`src/rtl/vending_pkg.sv`:
```
// Shared constants for the vending controller: default coin values,
// default price and a helper that sizes the credit register.
package vending_pkg;

  localparam int DEF_PRICE = 75;
  localparam int DEF_Q_VAL = 25;
  localparam int DEF_D_VAL = 100;

  // Largest credit ever held is price-1 plus the biggest coin,
  // so the register must reach price-1+dval (i.e. < price+dval).
  function automatic int credit_width(input int price,
                                      input int dval);
    return $clog2(price + dval);
  endfunction

  localparam int DEF_CW = credit_width(DEF_PRICE, DEF_D_VAL);

endpackage

```
`src/rtl/vending_coin_sel.sv`:
```
// Coin priority encoder: dollar beats quarter, nothing gives zero.
// Ports: Q_in, D_in (coin strobes) -> add [CW-1:0] cents to credit.
module vending_coin_sel
  import vending_pkg::*;
#(
  parameter int CW    = DEF_CW,
  parameter int Q_VAL = DEF_Q_VAL,
  parameter int D_VAL = DEF_D_VAL
) (
  input  logic          Q_in,
  input  logic          D_in,
  output logic [CW-1:0] add
);

  // Both strobes may be high at once, so this is an
  // ordered decode rather than a one-hot one.
  always_comb begin
    add = '0;
    if (D_in)
      add = CW'(D_VAL);
    else if (Q_in)
      add = CW'(Q_VAL);
  end

endmodule

```
`src/rtl/vending.sv`:
```
// Vending controller: accumulates coin credit, pulses dispense at PRICE,
// pulses change on overpay. Ports: clk, rstn, Q_in, D_in -> dispense,
// change (+ change_amt [CW-1:0] when VENDING_CHANGE_AMT_EN is defined).
module vending
  import vending_pkg::*;
#(
  parameter int PRICE = DEF_PRICE,
  parameter int Q_VAL = DEF_Q_VAL,
  parameter int D_VAL = DEF_D_VAL,
  parameter int CW    = credit_width(PRICE, D_VAL)
) (
  input  logic          clk,
  input  logic          rstn,
  input  logic          Q_in,
  input  logic          D_in,
`ifdef VENDING_CHANGE_AMT_EN
  output logic [CW-1:0] change_amt,
`endif
  output logic          dispense,
  output logic          change
);

  localparam logic [CW:0] PRICE_W = (CW+1)'(PRICE);

  logic [CW-1:0] credit;
  logic [CW-1:0] credit_nx;
  logic [CW-1:0] add;
  logic [CW:0]   sum;
  logic          hit;
  logic          over;
  logic          dispense_nx;
  logic          change_nx;

  vending_coin_sel #(
    .CW    (CW),
    .Q_VAL (Q_VAL),
    .D_VAL (D_VAL)
  ) u_coin_sel (
    .Q_in (Q_in),
    .D_in (D_in),
    .add  (add)
  );

  // One extra bit so credit + dollar never wraps.
  assign sum  = {1'b0, credit} + {1'b0, add};
  assign hit  = (sum >= PRICE_W);
  assign over = (sum > PRICE_W);

  always_ff @(posedge clk or negedge rstn) begin
    if (!rstn) begin
      credit   <= '0;
      dispense <= 1'b0;
      change   <= 1'b0;
    end else begin
      credit   <= credit_nx;
      dispense <= dispense_nx;
      change   <= change_nx;
    end
  end

  // A completed purchase always empties the credit; any
  // excess leaves through change, never carried forward.
  always_comb begin
    credit_nx = sum[CW-1:0];
    if (hit)
      credit_nx = '0;
  end

  always_comb begin
    dispense_nx = hit;
    change_nx   = over;
  end

`ifdef VENDING_CHANGE_AMT_EN
  logic [CW-1:0] amt_nx;

  always_comb begin
    amt_nx = '0;
    if (over)
      amt_nx = CW'(sum - PRICE_W);
  end

  always_ff @(posedge clk or negedge rstn) begin
    if (!rstn)
      change_amt <= '0;
    else
      change_amt <= amt_nx;
  end
`endif

endmodule

```
`config.mk`:
```
export PLATFORM = sky130hd
export DESIGN_NAME = vending
export DESIGN_NICKNAME = d
export VERILOG_FILES = /design/src/rtl/vending_pkg.sv /design/src/rtl/vending_coin_sel.sv /design/src/rtl/vending.sv
export SDC_FILE = /design/constraint.sdc
export NUM_CORES = 1
export LEC_CHECK = 0
export CORE_MARGIN = 10
export CORE_UTILIZATION = 45
export CTS_CLUSTER_DIAMETER = 40
export DETAILED_ROUTE_END_ITERATION = 16
export PLACE_DENSITY = 0.73
export SETUP_SLACK_MARGIN = 0.1
export SYNTH_ARGS = -nofsm -noshare
export SYNTH_HDL_FRONTEND = slang
export SYNTH_SLANG_ARGS = --single-unit
```
`constraint.sdc`:
```
create_clock -name clk -period 2.3 [get_ports clk]
set_clock_uncertainty 0.1 [all_clocks]
set_input_delay 0.46 -clock clk [delete_from_list [all_inputs] [get_ports clk]]
set_output_delay 0.46 -clock clk [all_outputs]
set_load 0.03 [all_outputs]
```
# == Word level (Yosys, flattened, before mapping) ==
# Cells that the tools add are included.
# word_totals
reg_bits,10
latchBits,0
ramBits,0
mem_bits_ro,0
in_bits,4
output_inout_bits,2
wordCells,9
mem_count,0
# op_classes
n_addsub,1
multipliers,0
div,0
magnitude_cmp,2
eq_ne,0
n_shift,0
mux,3
n_bitwise,0
reduce_logical,0
# op_table
operator,count
8-bit 2-to-1 mux,2
8-bit by 8-bit adder with 9-bit output,1
"9-bit by 7-bit greater-or-equal comparator with 1-bit output, second input constant",1
"9-bit by 7-bit greater-than comparator with 1-bit output, second input constant",1
5-bit 2-to-1 mux,1

# == Depth between registers and ports, before layout ==
# Gate-level depths: netlist of run 1.
# logic_depth
ltp_word,5
depth_mapped,11
mapped_depth_nobuf,10

# == Cells and area by module ==
# Synthesis of run 1 repeated with hierarchy kept, for this count alone.
# hier_totals
hier_cells,86
hier_area_um2,815.8
# by_module_without_submodules
mod,n_inst,cells_each,area_per_inst_um2,seq_area_each_um2
vending,1,77,745.7,250.2
vending_coin_sel,1,9,70.1,0.0

# == Worst setup path before layout of run 1 ==
# Ideal clock, no wire load.
# synth_timing
path_type,input port to flip-flop
start,input D_in
end,register dispense
setup_ns,0.139
t_arrival_ns,2.622
required_time_ns,2.061
setup_slack_ns,-0.560
cell_stages,11
path_buffers,1
cell_sequence,nand2b_4 > buf_6 > inv_4 > ha_1 > ha_1 > a21o_2 > maj3_2 > nor2b_4 > a31oi_2 > nor3_2 > or4_1
# synth_between
elab_chain_len,3
# synth_rtl
element,line,source
"start, declared",vending.sv:15,"input logic D_in,"
8-bit 2-to-1 mux,vending_coin_sel.sv:19,if (D_in)
8-bit by 8-bit adder with 9-bit output,vending.sv:45,"assign sum = {1'b0, credit} + {1'b0, add};"
9-bit by 7-bit greater-or-equal comparator with 1-bit output,vending.sv:46,assign hit = (sum >= PRICE_W);
named net dispense_nx,vending.sv:31,logic dispense_nx;
"end signal, assigned",vending.sv:56,dispense <= dispense_nx;
"end, declared",vending.sv:19,"output logic dispense,"
# The timed path passes the listed nets, and every way through them passes these cells.

# == Final worst setup path of run 1 ==
# Ends and elaborated chain as after synthesis.

==> metrics.cfg, run 1 <==
[worst_hold_path]
min_path_type=input pin to async pin

[floorplanning]
die_h_um=63.74
core_sq_um=1764
rows=15
start_util=0.4879
die-area_sq_um=4062
ios=6
die_x_um=63.74

[routing]
met1_length_um=1164
vias=971
wl_met2_um=1571
route.met3.wl_um=177
ant_nets=0
top_layer=met4
drc=0
wl_per_cell_um=19.25
dr.first_iter.drc_count=70
via_per_inst=6.031
wl_um=3100
drtPass1Iterations=4

[placement]
place.gp.congestion=0.9353
dp_hpwl_um=1897
io_buffers=5
dpl-instance-area_sq_um=1187

[grt]
globalRouteOverflowTotal=0
grt_pass1_wl_um=4381
first_global_vias=946
grt_max_degree=11
globalRouteTotalUtil=0.1319
antenna_found_initial=0

[setup_path]
cp_slowest_cell=or4_1
worstSetupStartpointType=input pin
cp.arrival_ps=2550
crit_chain=buf_6 -> nand2b_4 -> inv_4 -> ha_4 -> ha_4 -> a21o_4 -> o21ai_1 -> o221ai_2 -> xnor2_2 -> buf_4 -> nor3_4 -> or4_1
reg2reg_to=dispense
worst-r2r-cell-count=8
end_kind=flip-flop
rr_startpoint=credit[2]
r2r_slack_ps=-210
crit_start=D_in
cp_max_fo=4
path_class=input pin to flip-flop
max_stage_delay_ps=560
worstPathRequired_ps=2320
cpLargestDelayFamily=simple AND/OR/NAND/NOR gates
cpMostUsedCell=ha_4
critical_path_buf_inv_count=3

[sta]
layout_min_cycle_time_ps=2530
fin_crit_sh=1.100
finalSetupViolations=9
finalMaxSlewViolations=0
setup_ws_ps=-230.2
grt_setup_unrepaired=yes
hold_viol=0
fmax_mhz=395.2
tightest_slew_ps=611.9
relSlewSlack=0.5869
whs_ps=415.6
setup_tns_ps=-835.8

[logic_synthesis]
netlist_instances=91
syn_avg_cell_area_sq_um=9.460
synth_seq_cells=10
yosysUniqueCellTypes=43
syn-cell-area_sq_um=860.8
syn_nets=100
ys_seq_area_frac=0.2907
ys_warn_count=0

[pwr]
p_per_area_nw_per_um2=1094
vdd_drop_max_mv=0.8597
leakage_nw=0.6460

[clock_tree]
cts_tree=built
cts_root_buf=clkbuf_4
clock_path_buffers=2
cts.sinks=10
numCtsBuffers=3
clk_latency_ps=260
h-tree-depth=1
path_clk_slew_ps=60

[finish]
utilization=0.8723
area_growth_pct=78.78
final_net_count=147
final_area_sq_um=1539
antenna_cells=0
drive_above_1_share=0.6103

[outcome]
violations=setup timing
status=finished with violations

[run]
drv_cap=0

==> layout by cell type (no fill, tap or decap), types with 2 or more instances in the layout <==
cell	Yosys	layout
a21oi_1	6	4
a21oi_4	0	2
a31oi_4	0	2
and4bb_2	2	2
buf_4	0	33
buf_6	1	9
clkbuf_4	0	3
clkdlybuf4s50_1	0	3
dfrtp_1	10	10
ha_4	0	4
inv_1	6	5
nand2_1	4	4
nand2b_4	1	2
nor2_1	7	6
nor3_4	0	2
o22ai_2	0	2
xnor2_1	8	5
xnor2_2	0	2
==> layout make-up <==
cell class | count | area, sq um
clock buffer | 3 | 22.52
fill | 82 | 225.2
inverter | 7 | 32.53
multi-input combinational | 71 | 823.3
sequential | 10 | 250.2
tap | 25 | 31.28
timing repair buffer | 45 | 379.1
==> registers in the layout (all words and copies together) (netlist names) <==
name and cells:
change 1, dispense 1, credit 8
==> synthesized netlist by cell type (all sizes together) <==
master,count,area (sq um)
maj3,1,11.26
and3b,1,8.760
ha,5,62.56
o41ai,1,16.27
nor2b,1,13.76
nor2,7,26.28
a31o,1,8.760
o221ai,1,15.01
nor4,2,12.51
nand2b,3,26.27
a21oi,7,38.79
clkbuf,2,17.51
a211oi,1,7.510
a22oi,1,7.510
o31ai,1,7.510
xnor2,8,70.07
o21ai,3,15.01
or4,1,7.510
and4bb,2,25.02
a221o,1,10.01
nor3,3,25.02
and2,1,6.260
a31oi,3,25.02
nor4b,2,17.52
a32oi,1,8.760
conb,1,3.750
o22ai,2,12.51
inv,7,28.78
dfrtp,10,250.2
o21a,1,7.510
buf,1,11.26
o311ai,1,8.760
nand4,1,6.260
nand2,4,15.01
a21o,1,8.760
a311oi,2,17.52
==> cell families (layout without fill, tap and decap cells) <==
group | count (synthesis) | in the layout | synth area share
AO/OA/AOI/OAI | 28 | 28 | 0.2500
XOR/XNOR | 8 | 8 | 0.08140
adder cells (fa/ha/maj) | 6 | 6 | 0.08575
buffers and inverters | 10 | 55 | 0.06685
flip-flops | 10 | 10 | 0.2907
other | 1 | 1 | 0.004356
AND/OR/NAND/NOR | 28 | 28 | 0.2209
==> stage by stage <==
step	cells	power, mW	worst slack [ps]
finish	161	1.684	-230.2
global placement	149	1.124	-823.4
global route	161	1.773	-297.6
floorplan	91	0.7771	-363.6
CTS	155	1.371	-184.3
detailed placement	149	1.144	-876.2
==> how the worst max path moves through the flow <==
stage	endpoint	cells after the start
floorplan	dispense	11
global placement	dispense	9
detailed placement	dispense	9
CTS	dispense	11
global route	dispense	12
finish	dispense	12
==> metal layers <==
metal / global-route usage / up-vias
met4: 0.06831 / 0
met3: 0.02962 / 23
met1: 0.1424 / 467
li1: - / 434
met5: 0 / -
met2: 0.2349 / 47
==> where the power goes <==
group / switching (mW) / total [mW] / internal [mW]
clock network: 0.0523 / 0.112 / 0.0600
logic: 0.644 / 1.28 / 0.634
registers: 0.0657 / 0.294 / 0.228
total: 0.762 / 1.68 / 0.922
==> what timing repair did <==
item	CTS	global route
resized for setup	22	32
hold buffers	0	0
endpoints found under the setup margin	9	9
pin swaps	7	21
setup buffers	4	7
(Power assumes the default switching activity.)
==> inputs of run 2 (changes only) <==
--- a/config.mk
+++ b/config.mk
@@ -9,7 +9,8 @@
 export CORE_UTILIZATION = 45
 export CTS_CLUSTER_DIAMETER = 40
 export DETAILED_ROUTE_END_ITERATION = 16
-export PLACE_DENSITY = 0.73
+export GPL_TIMING_DRIVEN = 0
+export PLACE_DENSITY = 0.71
 export SETUP_SLACK_MARGIN = 0.1
 export SYNTH_ARGS = -nofsm -noshare
 export SYNTH_HDL_FRONTEND = slang
==> constraint.sdc (replaced) <==
create_clock -name clk -period 2.7 [get_ports clk]
set_clock_uncertainty 0.1 [all_clocks]
set_input_delay 0.54 -clock clk [delete_from_list [all_inputs] [get_ports clk]]
set_output_delay 0.54 -clock clk [all_outputs]
set_load 0.03 [all_outputs]
==> metrics.cfg, run 2 (synthesis results as in run 1) <==
[setup_path]
max_stage_delay_ps=500  ; -60 ps
cp.arrival_ps=2670  ; +120 ps
crit_start=Q_in
path_class=input pin to flip-flop
cpMostUsedCell=ha_4
crit_chain=buf_2 -> nand2b_4 -> buf_6 -> inv_8 -> ha_4 -> ha_4 -> a21o_4 -> maj3_2 -> nor2b_4 -> a31oi_4 -> nor3_4 -> or4_1
worstSetupStartpointType=input pin
cp_max_fo=4  ; unchanged
cp_slowest_cell=or4_1
rr_startpoint=credit[2]
worstPathRequired_ps=2740  ; +420 ps
end_kind=flip-flop

[pwr]
p_total_mw=1.083  ; -36%
vdd_drop_max_mv=0.5519  ; -36%
p_int_mw=0.5906  ; -36%
p_sw_frac=0.4547  ; +0.002370
switchingPower_mw=0.4925  ; -35%
p_per_area_nw_per_um2=897.0  ; -18%
seq_power_share=0.206  ; +0.032
clockPowerShare=0.125  ; +0.058
leakage_nw=0.4635  ; -28%
combPwrFrac=0.670  ; -0.089

[finish]
final_area_sq_um=1207  ; -22%
largest_register=credit
drive_above_1_share=0.3853  ; -0.2250
area_growth_pct=40.26
utilization=0.6844  ; -0.1879
layout_commonest_cell=dfrtp_1
final_cell_mix=10 x dfrtp_1, 9 x buf_4, 7 x nor2_1
final_cells=134  ; -17%
final_net_count=119  ; -19%
antenna_cells=0  ; unchanged
largest_reg_flops=8  ; unchanged
top_regs=credit: 8 flops, change: 1 flops, dispense: 1 flops

[sta]
layout_min_cycle_time_ps=2627
fmax_mhz=380.7
finalSetupViolations=0  ; -9
tightest_slew_ps=503.9  ; -108.0 ps
whs_ps=415.3  ; -0.3490 ps
fin_crit_sh=0.9728
setup_ws_ps=73.40  ; +303.6 ps
relSlewSlack=0.6604  ; +0.07351
setup_tns_ps=0  ; +835.8 ps
grt_setup_unrepaired=yes
finalMaxSlewViolations=0  ; unchanged
hold_viol=0  ; unchanged

[grt]
globalRouteTotalUtil=0.1053  ; -0.02660
busiest_layer=met2
grt_use_met3=0.01916  ; -0.01045
grt_util_met2=0.1822  ; -0.05276
met1_usage=0.1225  ; -0.01992
globalRouteOverflowTotal=0  ; unchanged
grt_pass1_wl_um=3525  ; -20%
antenna_found_initial=0  ; unchanged
grt_max_degree=11  ; unchanged
first_global_vias=785  ; -17%

[clock_tree]
numCtsBuffers=3  ; unchanged
h-tree-depth=1  ; unchanged
path_clk_slew_ps=60  ; about the same
cts_tree=built
clk_latency_ps=270  ; about the same
clock_path_buffers=2  ; unchanged
cts.sinks=10  ; unchanged
cts_hold_buffers=0  ; unchanged
cts_root_buf=clkbuf_4

[routing]
dr.first_iter.drc_count=25  ; -64%
vias=791  ; -19%
ant_nets=0  ; unchanged
drtPass1Iterations=4  ; unchanged
via_per_inst=5.903  ; -2.1%
drc=0  ; unchanged
wl_um=2202  ; -29%
wl_per_cell_um=16.43  ; -15%

[placement]
dp_hpwl_um=1463  ; -23%
placed_cells=121  ; -19%
dp_slack_ps=-918.4  ; -42.19 ps
place.gp.congestion=0.8891  ; -4.9%
dpl-instance-area_sq_um=983.4  ; -17%
io_buffers=5  ; unchanged

[floorplanning]
die_h_um=63.74  ; unchanged
start_util=0.4879  ; unchanged
die-area_sq_um=4062  ; unchanged
die_x_um=63.74  ; unchanged
core_sq_um=1764  ; unchanged
ios=6  ; unchanged
rows=15  ; unchanged

[worst_hold_path]
min_path_type=flip-flop to flip-flop
min_from=credit[7]

[run]
drv_cap=0  ; unchanged

[outcome]
status=complete, no violations

run 2: cell types whose count changed in the layout (fill, tap and decap cells not counted), sizes merged:
cell	change
buf	-30
clkbuf	+3
clkinvlp	-1
inv	+1
run 2: worst max-delay path: cells and delay by family:
kind / cells / cell delay, ps
compound gates: 2 / 430
fa+ha+maj: 3 / 660
buf+inv: 3 / 260
simple gates: 4 / 760
run 2: final cells by class:
| type | instances | area (sq um) |
|---|---|---|
| Buffer | 3 | 28.78 |
| Clock buffer | 4 | 36.28 |
| Fill cell | 135 | 556.8 |
| Inverter | 7 | 33.78 |
| Multi-Input combinational cell | 71 | 709.4 |
| Sequential cell | 10 | 250.2 |
| Tap cell | 25 | 31.28 |
| Timing Repair Buffer | 14 | 117.6 |
run 2: power by group through the flow:
stage | combinational, mW | sequential, mW | clock, mW
3_5_place_dp | 0.566 | 0.219 | 0
5_1_grt | 0.784 | 0.230 | 0.147
2_1_floorplan | 0.421 | 0.241 | 0
3_3_place_gp | 0.557 | 0.217 | 0
4_1_cts | 0.626 | 0.217 | 0.139
6_report | 0.725 | 0.223 | 0.135
run 2: final timing paths:
check	to	slack, ps	depth (start not counted)
min in group asynchronous	credit[2]	490	1
max in group asynchronous	credit[6]	1690	1
hold / removal	credit[5]	420	1
setup reg to reg	dispense	250	7
hold reg to reg	credit[5]	420	1
setup / recovery	dispense	70	12
run 2: routing by layer:
metal | vias to the layer above | part of all wire
met5 | - | 0
met4 | 0 | 0.032
met3 | 11 | 0.045
met2 | 26 | 0.49
met1 | 371 | 0.44
li1 | 383 | -
run 2: what timing repair did:
action | CTS | global route
cloned | 0 | 0
gates resized for setup | 19 | 11
endpoints found under the setup margin | 9 | 7
setup buffers | 9 | 0
pin swaps | 7 | 10
==> edit 1 (config.mk and constraints of run 1) <==
Change the package constant `DEF_PRICE` from 75 to 150.
--- a/src/rtl/vending_pkg.sv
+++ b/src/rtl/vending_pkg.sv
@@ -2,7 +2,7 @@
 // default price and a helper that sizes the credit register.
 package vending_pkg;
 
-  localparam int DEF_PRICE = 75;
+  localparam int DEF_PRICE = 150;
   localparam int DEF_Q_VAL = 25;
   localparam int DEF_D_VAL = 100;
 
Formal check against the unedited RTL: not equivalent (Yosys sat finds a counterexample within 4 cycles, from zero or initial values and one cycle with rstn low).
==> edit 1 against run 1 <==
  * Area after synthesis down 2.0%
  * Wire length shrank 12%
  * Cell area fell by 11%
  * Setup slack improved by 0.26 ns
  * First-iteration DRC count decreased by 63%
  * Non-clock buffer count fell by 4
  * Power grew 13%
  * Sequential cell count unchanged
  * Largest power group unchanged
==> edit 1: results (changes against run 1) <==
Crit-path max FO -> 7 (was 4)
Placer Congestion -> 0.819 (was 0.935)
Mapped Nets -> 107 (was 100)
CP arrival -> 2.32 ns (was 2.55 ns)
Final net count -> 150 (was 147)
Setup bufs post-CTS -> 7 (was 4)
Slowest stage cell on the critical path -> a311o_2 (was or4_1)
Top Family by Delay on Critical Path -> compound AO/OA/AOI/OAI gates (was simple AND/OR/NAND/NOR gates)
First-pass GRT wire length -> 4300 um (was 4380 um)
Metal-1 WL -> 1200 um (was 1160 um)
Fillers -> 118 (was 82)
Static Leak -> 0.594 nW (was 0.646 nW)
Dpl hpwl -> 1740 um (was 1900 um)
GRT met2 Usage -> 0.234 (was 0.235)
Combinational power share -> 0.743 (was 0.759)
Share of cells above drive strength 1 -> 0.471 (was 0.610)
Sequential Power Share -> 0.177 (was 0.174)
Measured slew at the worst slew-check pin -> 0.447 ns (was 0.612 ns)
Slowest stage delay, CP -> 0.49 ns (was 0.56 ns)
Worst vdd ir -> 1.03 mV (was 0.860 mV)
M3 GR Usage -> 0.0194 (was 0.0296)
PD cells -> 1390 nW/um^2 (was 1090 nW/um^2)
WL/cell -> 16.5 um (was 19.3 um)
Gr usage total -> 0.129 (was 0.132)
Routed wire length on met2 -> 1380 um (was 1570 um)
Met3 WL -> 77 um (was 177 um)
Vias per cell -> 5.67 (was 6.03)
Synth cell types -> 36 (was 43)
Met1 Track Usage GR -> 0.148 (was 0.142)
Status -> completed (was finished, violations left)
Post-cts repair resize count -> 18 (was 22)
[edit 1: final cells by class]
cell class / count / area [um^2] / share of cell area
Clock buffer: 4 / 36.3 / 0.0264
Inverter: 6 / 25.0 / 0.0182
Multi-Input combinational cell: 79 / 688 / 0.500
Sequential cell: 10 / 250 / 0.182
Tap cell: 25 / 31.3 / 0.0227
Timing Repair Buffer: 41 / 345 / 0.251
[edit 1: path summary, 6_finish.rpt]
| path | start | endpoint | slack [ns] | cells after the start |
|---|---|---|---|---|
| setup / recovery | D_in | dispense | 0.03 | 10 |
| hold / removal | rstn | credit[4] | 0.41 | 1 |
| setup reg to reg | credit[2] | dispense | 0.03 | 7 |
| hold reg to reg | credit[7] | change | 0.59 | 2 |
| max in group asynchronous | rstn | credit[6] | 1.38 | 1 |
| min in group clk | credit[7] | change | 0.59 | 2 |
[edit 1: metrics by stage]
| stage | cell area (um^2) | cells | worst slack (ns) | TNS [ns] |
|---|---|---|---|---|
| 2_1_floorplan | 926 | 98 | -0.135 | -0.708 |
| 3_3_place_gp | 1190 | 151 | -0.605 | -5.36 |
| 3_5_place_dp | 1190 | 151 | -0.670 | -5.96 |
| 4_1_cts | 1330 | 162 | 0.0545 | 0 |
| 5_1_grt | 1380 | 165 | -0.0423 | -0.135 |
| 6_report | 1380 | 165 | 0.0265 | 0 |
[edit 1: cells by family after synthesis]
logic type,after synthesis
flops,10
compound gates,36
simple gates,34
xor+xnor,4
fa+ha+maj,5
buf+inv,9
[edit 1: worst reg2reg max path: stages (launching register included)]
cell and delay [ns]:
dfrtp_1 0.42, ha_4 0.26, a31o_2 0.27, buf_4 0.14, a21oi_1 0.17, o21ai_1 0.13, a311o_2 0.48, a21o_1 0.21
==> edit 2 (settings of run 1) <==
Made on the original files. Register the inputs `Q_in` and `D_in` before use, cleared by the reset. The logic sees them one clock later.
--- a/src/rtl/vending.sv
+++ b/src/rtl/vending.sv
@@ -22,6 +22,19 @@
 
   localparam logic [CW:0] PRICE_W = (CW+1)'(PRICE);
 
+  logic Q_q;
+  logic D_q;
+
+  always_ff @(posedge clk or negedge rstn) begin
+    if (!rstn) begin
+      Q_q <= '0;
+      D_q <= '0;
+    end else begin
+      Q_q <= Q_in;
+      D_q <= D_in;
+    end
+  end
+
   logic [CW-1:0] credit;
   logic [CW-1:0] credit_nx;
   logic [CW-1:0] add;
@@ -36,8 +49,8 @@
     .Q_VAL (Q_VAL),
     .D_VAL (D_VAL)
   ) u_coin_sel (
-    .Q_in (Q_in),
-    .D_in (D_in),
+    .Q_in (Q_q),
+    .D_in (D_q),
     .add  (add)
   );
 
Formal check against the unedited RTL: not equivalent (a bounded check fails within 4 cycles, from zero or initial values and one cycle with rstn low).
==> edit 2 against run 1 <==
  * Non-clock buffer count down 12
  * Sequential cell count rose by 2
  * Register-to-register slack worse by 0.14 ns
  * Critical endpoint unchanged
  * Power is 5.1% lower
  * The run still ends with setup timing left
  * Via count shrank 9.7%
  * Clock power is 54% higher
  * Cell area is 13% lower
  * Wire length shrank 9.9%
  * Combinational power decreased by 13%
  * Count of clock-buffer cells in the layout up 1
  * Area after synthesis up 5.8%
  * Die area is 4.0% higher
  * Setup slack worse by 0.12 ns
  * Largest power group unchanged
  * Global-route usage down 0.21 points
==> edit 2: results (changes against run 1) <==
Status -> finished, violations left (unchanged)
Failing checks -> setup timing (unchanged)
Dpl hpwl -> 1870 um (was 1900 um)
Number of setup violations in the final report -> 9 (unchanged)
Initial DRC count -> 35 (was 70)
Placer Congestion -> 0.902 (was 0.935)
Met3 WL -> 102 um (was 177 um)
Worst vdd ir -> 0.723 mV (was 0.860 mV)
Share of cells above drive strength 1 -> 0.472 (was 0.610)
Vias -> 877 (was 971)
R2r startpoint -> D_q (was credit[2])
Dpl cells -> 145 (was 149)
Final net count -> 137 (was 147)
Clock Power -> 0.000173 W (was 0.000112 W)
Placed instance area -> 1180 um^2 (was 1190 um^2)
Gr usage total -> 0.130 (was 0.132)
Static Leak -> 0.561 nW (was 0.646 nW)
Largest net degree at the start of global routing -> 13 (was 11)
Net Sw Frac -> 0.430 (was 0.452)
Post-Synthesis Cells -> 93 (was 91)
Post-cts repair resize count -> 13 (was 22)
Switching pwr -> 0.000688 W (was 0.000762 W)
Post-synthesis sequential area ratio -> 0.330 (was 0.291)
Pre-CTS setup slack -> -0.383 ns (was -0.876 ns)
Metal-1 WL -> 1180 um (was 1160 um)
Vias per cell -> 5.69 (was 6.03)
Worst-case reg-to-reg path depth -> 10 (was 8)
Combinational power share -> 0.693 (was 0.759)
Setup TNS -> -2.39 ns (was -0.836 ns)
First-pass GRT wire length -> 4300 um (was 4380 um)
Met1 Track Usage GR -> 0.140 (was 0.142)
Final worst slack -> -0.353 ns (was -0.230 ns)
[edit 2: changes by cell type after synthesis]
cell,delta
dfrtp_1,+2
[edit 2: cell families after synthesis]
| family | synth area share |
|---|---|
| AOI/OAI and AO/OA | 0.236 |
| and+or+nand+nor | 0.209 |
| DFF | 0.330 |
| buffers and inverters | 0.0632 |
| xor gates and xnor gates | 0.0769 |
| adders and majority gates | 0.0810 |
| other | 0.00412 |
[edit 2: worst max-delay path by stage]
stage	start	slack, ns	depth (start not counted)	to
global placement	D_q	-0.35	7	dispense
finish	D_q	-0.35	10	dispense
CTS	D_q	-0.28	10	dispense
floorplan	D_q	-0.32	11	dispense
global route	D_q	-0.42	10	dispense
detailed placement	D_q	-0.38	7	dispense
[edit 2: layout make-up]
cell class              instances  area (um^2)
clock buffers                   4         36.3
well taps                      27         33.8
multi-input cells              71          672
flip-flops and latches         12          300
repair buffers                 33          268
inverters                       7         28.8
fillers                       148          603
